**src/rtl/dsp_mem_capture_ctrl_if.sv**
```systemverilog
// Handshake/config/status bundle between the scan/config side and the
// capture sequencer. Timeout fields exist only with DSP_MEM_CAP_TIMEOUT_EN.
interface dsp_mem_capture_ctrl_if #(
    parameter int NumBanks     = 4,
    parameter int BankDepth    = 16,
    parameter int DelayWidth   = 16,
    parameter int BankIdxWidth = $clog2(NumBanks + 1)
`ifdef DSP_MEM_CAP_TIMEOUT_EN
    ,
    parameter int TimeoutWidth = 20
`endif
);
    logic                         i_start;
    logic                         i_abort;
    logic                         i_trig;
    logic                         i_cfg_sw_trig;
    logic [DelayWidth-1:0]        i_cfg_trig_delay;
    logic [BankIdxWidth-1:0]      i_cfg_num_banks;
    logic [NumBanks-1:0]          o_wshift;
    logic                         o_busy;
    logic                         o_done;
    logic [BankIdxWidth-1:0]      o_bank_idx;
    logic [$clog2(BankDepth)-1:0] o_word_cnt;
    logic [2:0]                   o_state;
`ifdef DSP_MEM_CAP_TIMEOUT_EN
    logic [TimeoutWidth-1:0]      i_cfg_timeout;
    logic                         o_timed_out;
`endif

    modport master (
        output i_start, i_abort, i_trig,
        output i_cfg_sw_trig, i_cfg_trig_delay, i_cfg_num_banks,
`ifdef DSP_MEM_CAP_TIMEOUT_EN
        output i_cfg_timeout,
        input  o_timed_out,
`endif
        input  o_wshift, o_busy, o_done,
        input  o_bank_idx, o_word_cnt, o_state
    );

    modport slave (
        input  i_start, i_abort, i_trig,
        input  i_cfg_sw_trig, i_cfg_trig_delay, i_cfg_num_banks,
`ifdef DSP_MEM_CAP_TIMEOUT_EN
        input  i_cfg_timeout,
        output o_timed_out,
`endif
        output o_wshift, o_busy, o_done,
        output o_bank_idx, o_word_cnt, o_state
    );
endinterface

```
**src/rtl/dsp_mem_capture_ctrl.sv**
```systemverilog
// Write-side capture sequencer: arm, trigger, delay, then fill banks in turn.
// Optional ARMED timeout is enabled by defining DSP_MEM_CAP_TIMEOUT_EN.
module dsp_mem_capture_ctrl #(
    parameter int NumBanks     = 4,
    parameter int BankDepth    = 16,
    parameter int DelayWidth   = 16,
    parameter int BankIdxWidth = $clog2(NumBanks + 1)
`ifdef DSP_MEM_CAP_TIMEOUT_EN
    ,
    parameter int TimeoutWidth = 20
`endif
) (
    input  logic                    i_wclk,
    input  logic                    rst_sync_write,
    dsp_mem_capture_ctrl_if.slave   bus
);
    localparam int WcW = $clog2(BankDepth);

    typedef enum logic [2:0] {
        S_IDLE    = 3'd0,
        S_ARMED   = 3'd1,
        S_DELAY   = 3'd2,
        S_CAPTURE = 3'd3,
        S_DONE    = 3'd4
    } state_t;

    state_t                  r_state;
    state_t                  w_state_nxt;
    logic                    r_sw_trig;
    logic [DelayWidth-1:0]   r_delay;
    logic [BankIdxWidth-1:0] r_num_banks;
    logic [DelayWidth-1:0]   r_dly_cnt;
    logic [DelayWidth-1:0]   w_dly_nxt;
    logic [BankIdxWidth-1:0] r_bank_idx;
    logic [BankIdxWidth-1:0] w_bank_nxt;
    logic [WcW-1:0]          r_word_cnt;
    logic [WcW-1:0]          w_word_nxt;
    logic [NumBanks-1:0]     r_wshift;
    logic                    r_busy;
    logic                    r_done;
    logic                    w_arm;
    logic                    w_trig;
    logic [BankIdxWidth-1:0] w_nb_clamp;

`ifdef DSP_MEM_CAP_TIMEOUT_EN
    logic [TimeoutWidth-1:0] r_timeout;
    logic [TimeoutWidth-1:0] r_to_cnt;
    logic [TimeoutWidth-1:0] w_to_nxt;
    logic                    r_timed_out;
    logic                    w_to_hit;

    // timeout fires only while ARMED and only when a nonzero limit was latched
    always_comb begin
        w_to_hit = (r_state == S_ARMED) && (r_timeout != '0)
                   && (r_to_cnt == r_timeout);
        w_trig   = bus.i_trig | r_sw_trig | w_to_hit;
    end
`else
    // ARMED waits indefinitely for the external or software trigger
    always_comb begin
        w_trig = bus.i_trig | r_sw_trig;
    end
`endif

    // bank count 0 behaves as 1; larger than NumBanks saturates
    always_comb begin
        w_nb_clamp = bus.i_cfg_num_banks;
        if (bus.i_cfg_num_banks == '0)
            w_nb_clamp = BankIdxWidth'(1);
        else if (bus.i_cfg_num_banks > BankIdxWidth'(NumBanks))
            w_nb_clamp = BankIdxWidth'(NumBanks);
    end

    // next-state and counter update; abort overrides every state
    always_comb begin
        w_state_nxt = r_state;
        w_dly_nxt   = r_dly_cnt;
        w_bank_nxt  = r_bank_idx;
        w_word_nxt  = r_word_cnt;
        w_arm       = 1'b0;
`ifdef DSP_MEM_CAP_TIMEOUT_EN
        w_to_nxt    = '0;
`endif
        if (bus.i_abort) begin
            w_state_nxt = S_IDLE;
            w_dly_nxt   = '0;
            w_bank_nxt  = '0;
            w_word_nxt  = '0;
        end else begin
            unique case (r_state)
                S_IDLE, S_DONE: begin
                    if (bus.i_start) begin
                        w_state_nxt = S_ARMED;
                        w_arm       = 1'b1;
                    end
                end
                S_ARMED: begin
`ifdef DSP_MEM_CAP_TIMEOUT_EN
                    w_to_nxt = r_to_cnt + TimeoutWidth'(1);
`endif
                    if (w_trig) begin
                        w_bank_nxt = '0;
                        w_word_nxt = '0;
                        w_dly_nxt  = '0;
                        if (r_delay == '0)
                            w_state_nxt = S_CAPTURE;
                        else
                            w_state_nxt = S_DELAY;
                    end
                end
                S_DELAY: begin
                    if (r_dly_cnt == r_delay - DelayWidth'(1)) begin
                        w_state_nxt = S_CAPTURE;
                        w_dly_nxt   = '0;
                    end else begin
                        w_dly_nxt = r_dly_cnt + DelayWidth'(1);
                    end
                end
                S_CAPTURE: begin
                    if (r_word_cnt == WcW'(BankDepth - 1)) begin
                        w_word_nxt = '0;
                        if (r_bank_idx + BankIdxWidth'(1) >= r_num_banks) begin
                            w_state_nxt = S_DONE;
                            w_bank_nxt  = '0;
                        end else begin
                            w_bank_nxt = r_bank_idx + BankIdxWidth'(1);
                        end
                    end else begin
                        w_word_nxt = r_word_cnt + WcW'(1);
                    end
                end
                default: begin
                    w_state_nxt = S_IDLE;
                end
            endcase
        end
    end

    // state register; reset drops everything asynchronously
    always_ff @(posedge i_wclk or posedge rst_sync_write) begin
        if (rst_sync_write)
            r_state <= S_IDLE;
        else
            r_state <= w_state_nxt;
    end

    // counters and registered outputs derived from the next state
    always_ff @(posedge i_wclk or posedge rst_sync_write) begin
        if (rst_sync_write) begin
            r_dly_cnt  <= '0;
            r_bank_idx <= '0;
            r_word_cnt <= '0;
            r_wshift   <= '0;
            r_busy     <= 1'b0;
            r_done     <= 1'b0;
        end else begin
            r_dly_cnt  <= w_dly_nxt;
            r_bank_idx <= w_bank_nxt;
            r_word_cnt <= w_word_nxt;
            r_wshift   <= (w_state_nxt == S_CAPTURE)
                          ? (NumBanks'(1) << w_bank_nxt) : '0;
            r_busy     <= (w_state_nxt == S_ARMED) || (w_state_nxt == S_DELAY)
                          || (w_state_nxt == S_CAPTURE);
            r_done     <= (w_state_nxt == S_DONE);
        end
    end

    // configuration snapshot taken only on the arming edge
    always_ff @(posedge i_wclk or posedge rst_sync_write) begin
        if (rst_sync_write) begin
            r_sw_trig   <= 1'b0;
            r_delay     <= '0;
            r_num_banks <= '0;
        end else if (w_arm) begin
            r_sw_trig   <= bus.i_cfg_sw_trig;
            r_delay     <= bus.i_cfg_trig_delay;
            r_num_banks <= w_nb_clamp;
        end
    end

`ifdef DSP_MEM_CAP_TIMEOUT_EN
    // ARMED cycle counter and sticky timeout flag
    always_ff @(posedge i_wclk or posedge rst_sync_write) begin
        if (rst_sync_write) begin
            r_timeout   <= '0;
            r_to_cnt    <= '0;
            r_timed_out <= 1'b0;
        end else begin
            r_to_cnt <= w_to_nxt;
            if (w_arm)
                r_timeout <= bus.i_cfg_timeout;
            if (bus.i_abort || w_arm)
                r_timed_out <= 1'b0;
            else if (w_to_hit && !(bus.i_trig || r_sw_trig))
                r_timed_out <= 1'b1;
        end
    end

    assign bus.o_timed_out = r_timed_out;
`endif

    assign bus.o_wshift   = r_wshift;
    assign bus.o_busy     = r_busy;
    assign bus.o_done     = r_done;
    assign bus.o_bank_idx = r_bank_idx;
    assign bus.o_word_cnt = r_word_cnt;
    assign bus.o_state    = r_state;
endmodule

```
**src/flat_wrapper.sv**
```systemverilog
// flat-port wrapper written by rule: the top's interface ports become plain ports
module dsp_mem_capture_ctrl_flat 
#(
    parameter int NumBanks     = 4,
    parameter int BankDepth    = 16,
    parameter int DelayWidth   = 16,
    parameter int BankIdxWidth = $clog2(NumBanks + 1)

)
  (i_wclk, rst_sync_write, bus_i_start, bus_i_abort, bus_i_trig, bus_i_cfg_sw_trig, bus_i_cfg_trig_delay, bus_i_cfg_num_banks, bus_o_wshift, bus_o_busy, bus_o_done, bus_o_bank_idx, bus_o_word_cnt, bus_o_state);
  dsp_mem_capture_ctrl_if #(.NumBanks(NumBanks), .BankDepth(BankDepth), .DelayWidth(DelayWidth), .BankIdxWidth(BankIdxWidth)) bus_i ();
  input  logic i_wclk;
  input  logic rst_sync_write;
  input wire logic [$bits(bus_i.i_start)-1:0] bus_i_start;
  input wire logic [$bits(bus_i.i_abort)-1:0] bus_i_abort;
  input wire logic [$bits(bus_i.i_trig)-1:0] bus_i_trig;
  input wire logic [$bits(bus_i.i_cfg_sw_trig)-1:0] bus_i_cfg_sw_trig;
  input wire logic [$bits(bus_i.i_cfg_trig_delay)-1:0] bus_i_cfg_trig_delay;
  input wire logic [$bits(bus_i.i_cfg_num_banks)-1:0] bus_i_cfg_num_banks;
  output wire logic [$bits(bus_i.o_wshift)-1:0] bus_o_wshift;
  output wire logic [$bits(bus_i.o_busy)-1:0] bus_o_busy;
  output wire logic [$bits(bus_i.o_done)-1:0] bus_o_done;
  output wire logic [$bits(bus_i.o_bank_idx)-1:0] bus_o_bank_idx;
  output wire logic [$bits(bus_i.o_word_cnt)-1:0] bus_o_word_cnt;
  output wire logic [$bits(bus_i.o_state)-1:0] bus_o_state;
  assign bus_i.i_start = bus_i_start;
  assign bus_i.i_abort = bus_i_abort;
  assign bus_i.i_trig = bus_i_trig;
  assign bus_i.i_cfg_sw_trig = bus_i_cfg_sw_trig;
  assign bus_i.i_cfg_trig_delay = bus_i_cfg_trig_delay;
  assign bus_i.i_cfg_num_banks = bus_i_cfg_num_banks;
  assign bus_o_wshift = bus_i.o_wshift;
  assign bus_o_busy = bus_i.o_busy;
  assign bus_o_done = bus_i.o_done;
  assign bus_o_bank_idx = bus_i.o_bank_idx;
  assign bus_o_word_cnt = bus_i.o_word_cnt;
  assign bus_o_state = bus_i.o_state;
  dsp_mem_capture_ctrl #(.NumBanks(NumBanks), .BankDepth(BankDepth), .DelayWidth(DelayWidth), .BankIdxWidth(BankIdxWidth)) u_core (.i_wclk(i_wclk), .rst_sync_write(rst_sync_write), .bus(bus_i));
endmodule
```
**config.mk**
```make
export PLATFORM = sky130hd
export DESIGN_NAME = dsp_mem_capture_ctrl_flat
export DESIGN_NICKNAME = d
export VERILOG_FILES = /design/src/rtl/dsp_mem_capture_ctrl_if.sv /design/src/rtl/dsp_mem_capture_ctrl.sv /design/src/flat_wrapper.sv
export SDC_FILE = /design/constraint.sdc
export NUM_CORES = 1
export LEC_CHECK = 0
export CAP_MARGIN = 20
export CORE_ASPECT_RATIO = 0.8
export CORE_MARGIN = 3
export CORE_UTILIZATION = 45
export DETAILED_ROUTE_END_ITERATION = 16
export GPL_TIMING_DRIVEN = 0
export PLACE_DENSITY = 0.74
export SYNTH_ARGS = -nofsm -noshare
export SYNTH_HDL_FRONTEND = slang
export SYNTH_SLANG_ARGS = --single-unit
```
**constraint.sdc**
```tcl
create_clock -name i_wclk -period 4.4 [get_ports i_wclk]
set_input_delay 0.44 -clock i_wclk [delete_from_list [all_inputs] [get_ports i_wclk]]
set_output_delay 0.44 -clock i_wclk [all_outputs]
set_load 0.05 [all_outputs]
```
After elaboration in Yosys (flattened, before gate mapping)
Index checks and enable logic that the tools add are counted.

Flip-flop bits (word level): 52. Input bits: 25. Output and inout bits: 16. Logic and storage cells: 66.

Add/subtract/negate cells: 4. Magnitude comparators: 2. Equal/unequal tests: 11. Shift-type cells: 1. Muxes and demuxes: 27. Bitwise operators: 1. Reductions and logical operators: 10.

Operator list (count): two-way mux 16 bit (3); two-way mux 3 bit (12); case mux 16 bit (2 select lines) (1); adder 16 x 1 -> 16 bit, second input constant (1); equality test 16 bit (1); logical NOT 16 bit (1); two-way mux 4 bit (4); subtractor 16 x 1 -> 16 bit, second input constant (1); equality test 3 x 2 -> 1 bit, second input constant (4); case mux 3 bit (4 select lines) (1); case mux 4 bit (2 select lines) (1); equality test 3 x 1 -> 1 bit, second input constant (2); equality test 3 bit, second input constant (2); logical NOT 3 bit (2); case mux 3 bit (2 select lines) (1); nonzero test 3 bit (2); adder 4 x 1 -> 4 bit, second input constant (1); equality test 4 bit, second input constant (1); two-way mux 1 bit (4); AND reduction 2 bit (2); << shifter 1 x 3 -> 4 bit, first input constant (1); adder 3 x 1 -> 3 bit, second input constant (1); greater-or-equal comparator 3 bit (1); greater-than comparator 3 bit, second input constant (1); 4 further kinds (5).

Longest topological paths before layout
Depth after elaboration: 9. Mapped depth: 11. Mapped depth without buffers: 10.

Worst setup path after synthesis
Ideal clock, no wire load.

Path type: flip-flop to flip-flop. Start: reg u_core.r_bank_idx[0] (netlist: u_core.bus.o_bank_idx[0]). End: reg u_core.r_wshift[0] (netlist: u_core.bus.o_wshift[0]). Library setup time: 0.087 ns. Arrival time: 2.709 ns. Required time: 4.313 ns. Slack: 1.605 ns. Cell stages (with the launch flop): 9. Buffers on the path: 0. Period minus slack after synthesis: 2.795 ns. Cells stage by stage: dfrtp_1 > ha_1 > ha_1 > a21o_1 > a21o_1 > and3_1 > a2111oi_0 > nand2_1 > nor3_1.

Longest elaborated chain between the ends: 8. Elaborated cells between the ends (all ways): 14. Classes of those cells: 1 x add/sub; 1 x order compare; 1 x eq/ne; 1 x shift; 10 x mux.

Ends and longest elaborated chain: from (decl) (RTL line dsp_mem_capture_ctrl.sv:34) `logic [BankIdxWidth-1:0] r_bank_idx;`; from (signal assigned) (RTL line dsp_mem_capture_ctrl.sv:158) `r_bank_idx <= w_bank_nxt;`; adder 3 x 1 -> 3 bit (RTL line dsp_mem_capture_ctrl.sv:122) `if (r_bank_idx + BankIdxWidth'(1) >= r_num_banks) begin`; greater-or-equal comparator 3 bit (RTL line dsp_mem_capture_ctrl.sv:122); two-way mux 3 bit (RTL line dsp_mem_capture_ctrl.sv:122); two-way mux 3 bit (RTL line dsp_mem_capture_ctrl.sv:120) `if (r_word_cnt == WcW'(BankDepth - 1)) begin`; case mux 3 bit (4 select lines) (RTL line dsp_mem_capture_ctrl.sv:90) `unique case (r_state)`; two-way mux 3 bit (RTL line dsp_mem_capture_ctrl.sv:84) `if (bus.i_abort) begin`; net u_core.w_state_nxt[1] (RTL line dsp_mem_capture_ctrl.sv:28) `state_t w_state_nxt;`; equality test 3 x 2 -> 1 bit (RTL line dsp_mem_capture_ctrl.sv:160) `r_wshift <= (w_state_nxt == S_CAPTURE)`; two-way mux 4 bit (RTL line dsp_mem_capture_ctrl.sv:161) `? (NumBanks'(1) << w_bank_nxt) : '0;`; to (signal assigned) (RTL line dsp_mem_capture_ctrl.sv:160); to (decl) (RTL line dsp_mem_capture_ctrl.sv:38) `logic [NumBanks-1:0] r_wshift;`.

The timed path passes the listed nets, and every way through them passes these cells. A chain may end at the register's enable or synchronous reset.

Worst setup path after layout
Same ends and word-level chain as after synthesis.

==> impl_metrics.yaml <==
clock_network:
  tritoncts: "built"
  clock_sinks: 52
  holdBufCountCts: 0
  clockBufferDepth: 2
  cts_max_level: 2
  cts_resized: 0
  clkLatencyLatePin_ns: 0.31
  cts-root-buf: "clkbuf_8"
  cts_buffers: 5
  cts_setup_buffers: 0
  clk_pin_slew_ns: 0.11
cells_and_area:
  n_antenna_cell: 0
  synthToLayoutAreaGrowth_pct: 19.9
  utilization_pct: 57.6
  drive_above_1_share_pct: 11.3
  nets: 413
worst_setup_path:
  worstSetupPathType: "reg2reg"
  cp_max_fo: 8
  startpoint_type: "flop"
  endpoint_kind: "flop"
  cp.required_ns: 4.62
  arrival_ns: 3.28
synth:
  ys_async_sr_fraction_pct: 100
  yosys_most_used_dff: "dfrtp_1"
  yosysWarnings: 0
  synth_edf_count: 0
  synth_area_um2: 3180
  synthDistinctLibCells: 60
  syn_nets: 366
  ys_ff_latch: 52
  synth_area_per_cell_um2: 9.51
  synth_area_leaders: "dfrtp_1 41%, mux2_2 6.0%, nand2_1 4.1%"
  ys_seq_area_share_pct: 41.0
  yosysTopAreaCellShare_pct: 41.0
  synth_top_cell_by_area: "dfrtp_1"
  netlist_instances: 334
timing:
  setup_viol: 0
  fin_worst_skew_ns: 0.0136
  setup_tns_ns: 0
  finalHoldViolCount: 0
  slew_viol_final: 0
  max-slew-margin-rel_pct: 49.6
  final.period_utilization_pct: 69.5
  whs_ns: 0.491
  rsz0062_at_grt: "no"
  worst_pin_slew_ns: 0.738
  fmax_mhz: 327
  post-route-min-period_ns: 3.06
routing:
  drt_iter0_markers: 201
  wl_mm: 7.49
  drc: 0
  first_pass_iters: 5
  vias: 2675
  avgViaCountPerCell: 5.74
  drtAntennaViolNets: 0
  wire_per_inst_um: 16.1
floorplan:
  rows: 26
  core-area_um2: 6600
  fp.dieArea_um2: 8110
  die_w_um: 99.9
  start_util_pct: 48.1
  die_h_um: 81.1
  pin_count: 41
pwr:
  vdd_ir_drop_max_mv: 0.171
  p_leak_nw: 1.61
  power.total_mw: 1.34
  power.density_nw_per_um2: 352
grt:
  grtUsageTotal_pct: 20.1
  grt_overflow: 0
  grt_pass1_wl_mm: 13.0
  grt_max_degree: 29
  antenna_found_initial: 0
  grt_pass1_vias: 2618
place:
  portBuffers: 39
  gp_congestion: 0.847
  place_hpwl_mm: 5.72
run_status:
  status: "finished, final reports clean"
worst_hold_path:
  hold_class: "in2reg"
job:
  max-cap-violations: 0
cells in the mapped netlist, types with 3 or more instances:
master,count
dfrtp_1,52
nand2_1,35
nor2_1,19
o21ai_0,18
mux2_2,17
nor3_1,15
a21oi_1,14
inv_1,11
xnor2_1,10
xor2_1,10
a21o_1,9
nand3_1,9
and3_1,8
clkbuf_1,8
or3_1,8
ha_1,7
nand2b_1,7
nor3b_1,7
nor2b_1,6
o21bai_1,5
nor4_1,4
nand3b_1,3
o31ai_1,3
placed cells by master (no fill, tap or decap), types with 9 or more instances in the layout:
cell type        instances
nand2_1                 35
clkdlybuf4s50_1         39
nand3_1                  9
mux2_2                  17
xor2_1                  10
dfrtp_1                 52
xnor2_1                 10
o21ai_0                 18
nor3_1                  15
a21oi_1                 14
nor2_1                  19
a21o_1                   9
inv_1                   10
path summary, 6_finish.rpt:
kind,cells past startpoint,slack [ns],start,to
min in group asynchronous,2,0.52,rst_sync_write,u_core.r_num_banks[2]
max in group asynchronous,3,3.31,rst_sync_write,u_core.r_dly_cnt[12]
max,8,1.34,u_core.bus.o_bank_idx[0],u_core.bus.o_wshift[0]
min,2,0.49,bus_i_abort,u_core.bus.o_done
max reg2reg,8,1.34,u_core.bus.o_bank_idx[0],u_core.bus.o_wshift[0]
min reg2reg,1,0.55,u_core.bus.o_word_cnt[3],u_core.bus.o_word_cnt[3]
layout make-up:
cell class | count | area, µm²
Timing Repair Buffer | 40 | 410
Clock inverter | 3 | 46.3
Sequential cell | 52 | 1300
Tap cell | 84 | 105
Inverter | 11 | 41.3
Fill cell | 598 | 2800
Multi-Input combinational cell | 260 | 1780
Clock buffer | 5 | 68.8
Buffer | 11 | 57.6
per-stage QoR:
stage | setup WS (ns) | cell area (µm²) | cells
after global routing | 1.07 | 3810 | 466
after CTS | 1.30 | 3810 | 466
after global placement | 1.40 | 3670 | 457
final | 1.34 | 3810 | 466
after floorplan | 1.60 | 3180 | 334
after detailed placement | 1.33 | 3690 | 458
routing by layer:
metal	GRT usage (%)	wire [µm]	share of wire (%)
met3	3.61	401	5.4
met4	3.41	27	0.36
met1	30.7	3880	52
met2	30.2	3180	42
met5	0	0	0
report_power, final:
part / total [mW] / internal [mW] / switching, mW / leakage [nW]
Sequential: 0.607 / 0.532 / 0.0750 / 0.682
Clock: 0.337 / 0.172 / 0.165 / 0.0548
Combinational: 0.397 / 0.180 / 0.217 / 0.878
Total: 1.34 / 0.883 / 0.457 / 1.61
cell families after synthesis:
logic type | synth area share, %
compound gates | 17.3
xor+xnor | 5.52
fa+ha+maj | 2.76
buf+inv | 3.11
flops | 41.0
mux | 6.03
simple gates | 24.3
sequential cells by signal, summed over array words and instances (netlist names):
register / flops
u_core.bus.o_word_cnt: 4
u_core.r_dly_cnt: 16
u_core.bus.o_busy: 1
u_core.bus.o_state: 3
u_core.bus.o_done: 1
u_core.bus.o_wshift: 4
u_core.r_delay: 16
u_core.r_num_banks: 3
u_core.r_sw_trig: 1
u_core.bus.o_bank_idx: 3
worst max-delay path, stage by stage (launching register included):
cell and delay (ns):
dfrtp_1 0.51, ha_1 0.44, ha_1 0.30, a21o_1 0.15, a21o_1 0.20, and3_1 0.19
a2111oi_0 0.70, nand2_1 0.23, nor3_1 0.24
No activity file was read; power rests on OpenSTA's default activity.
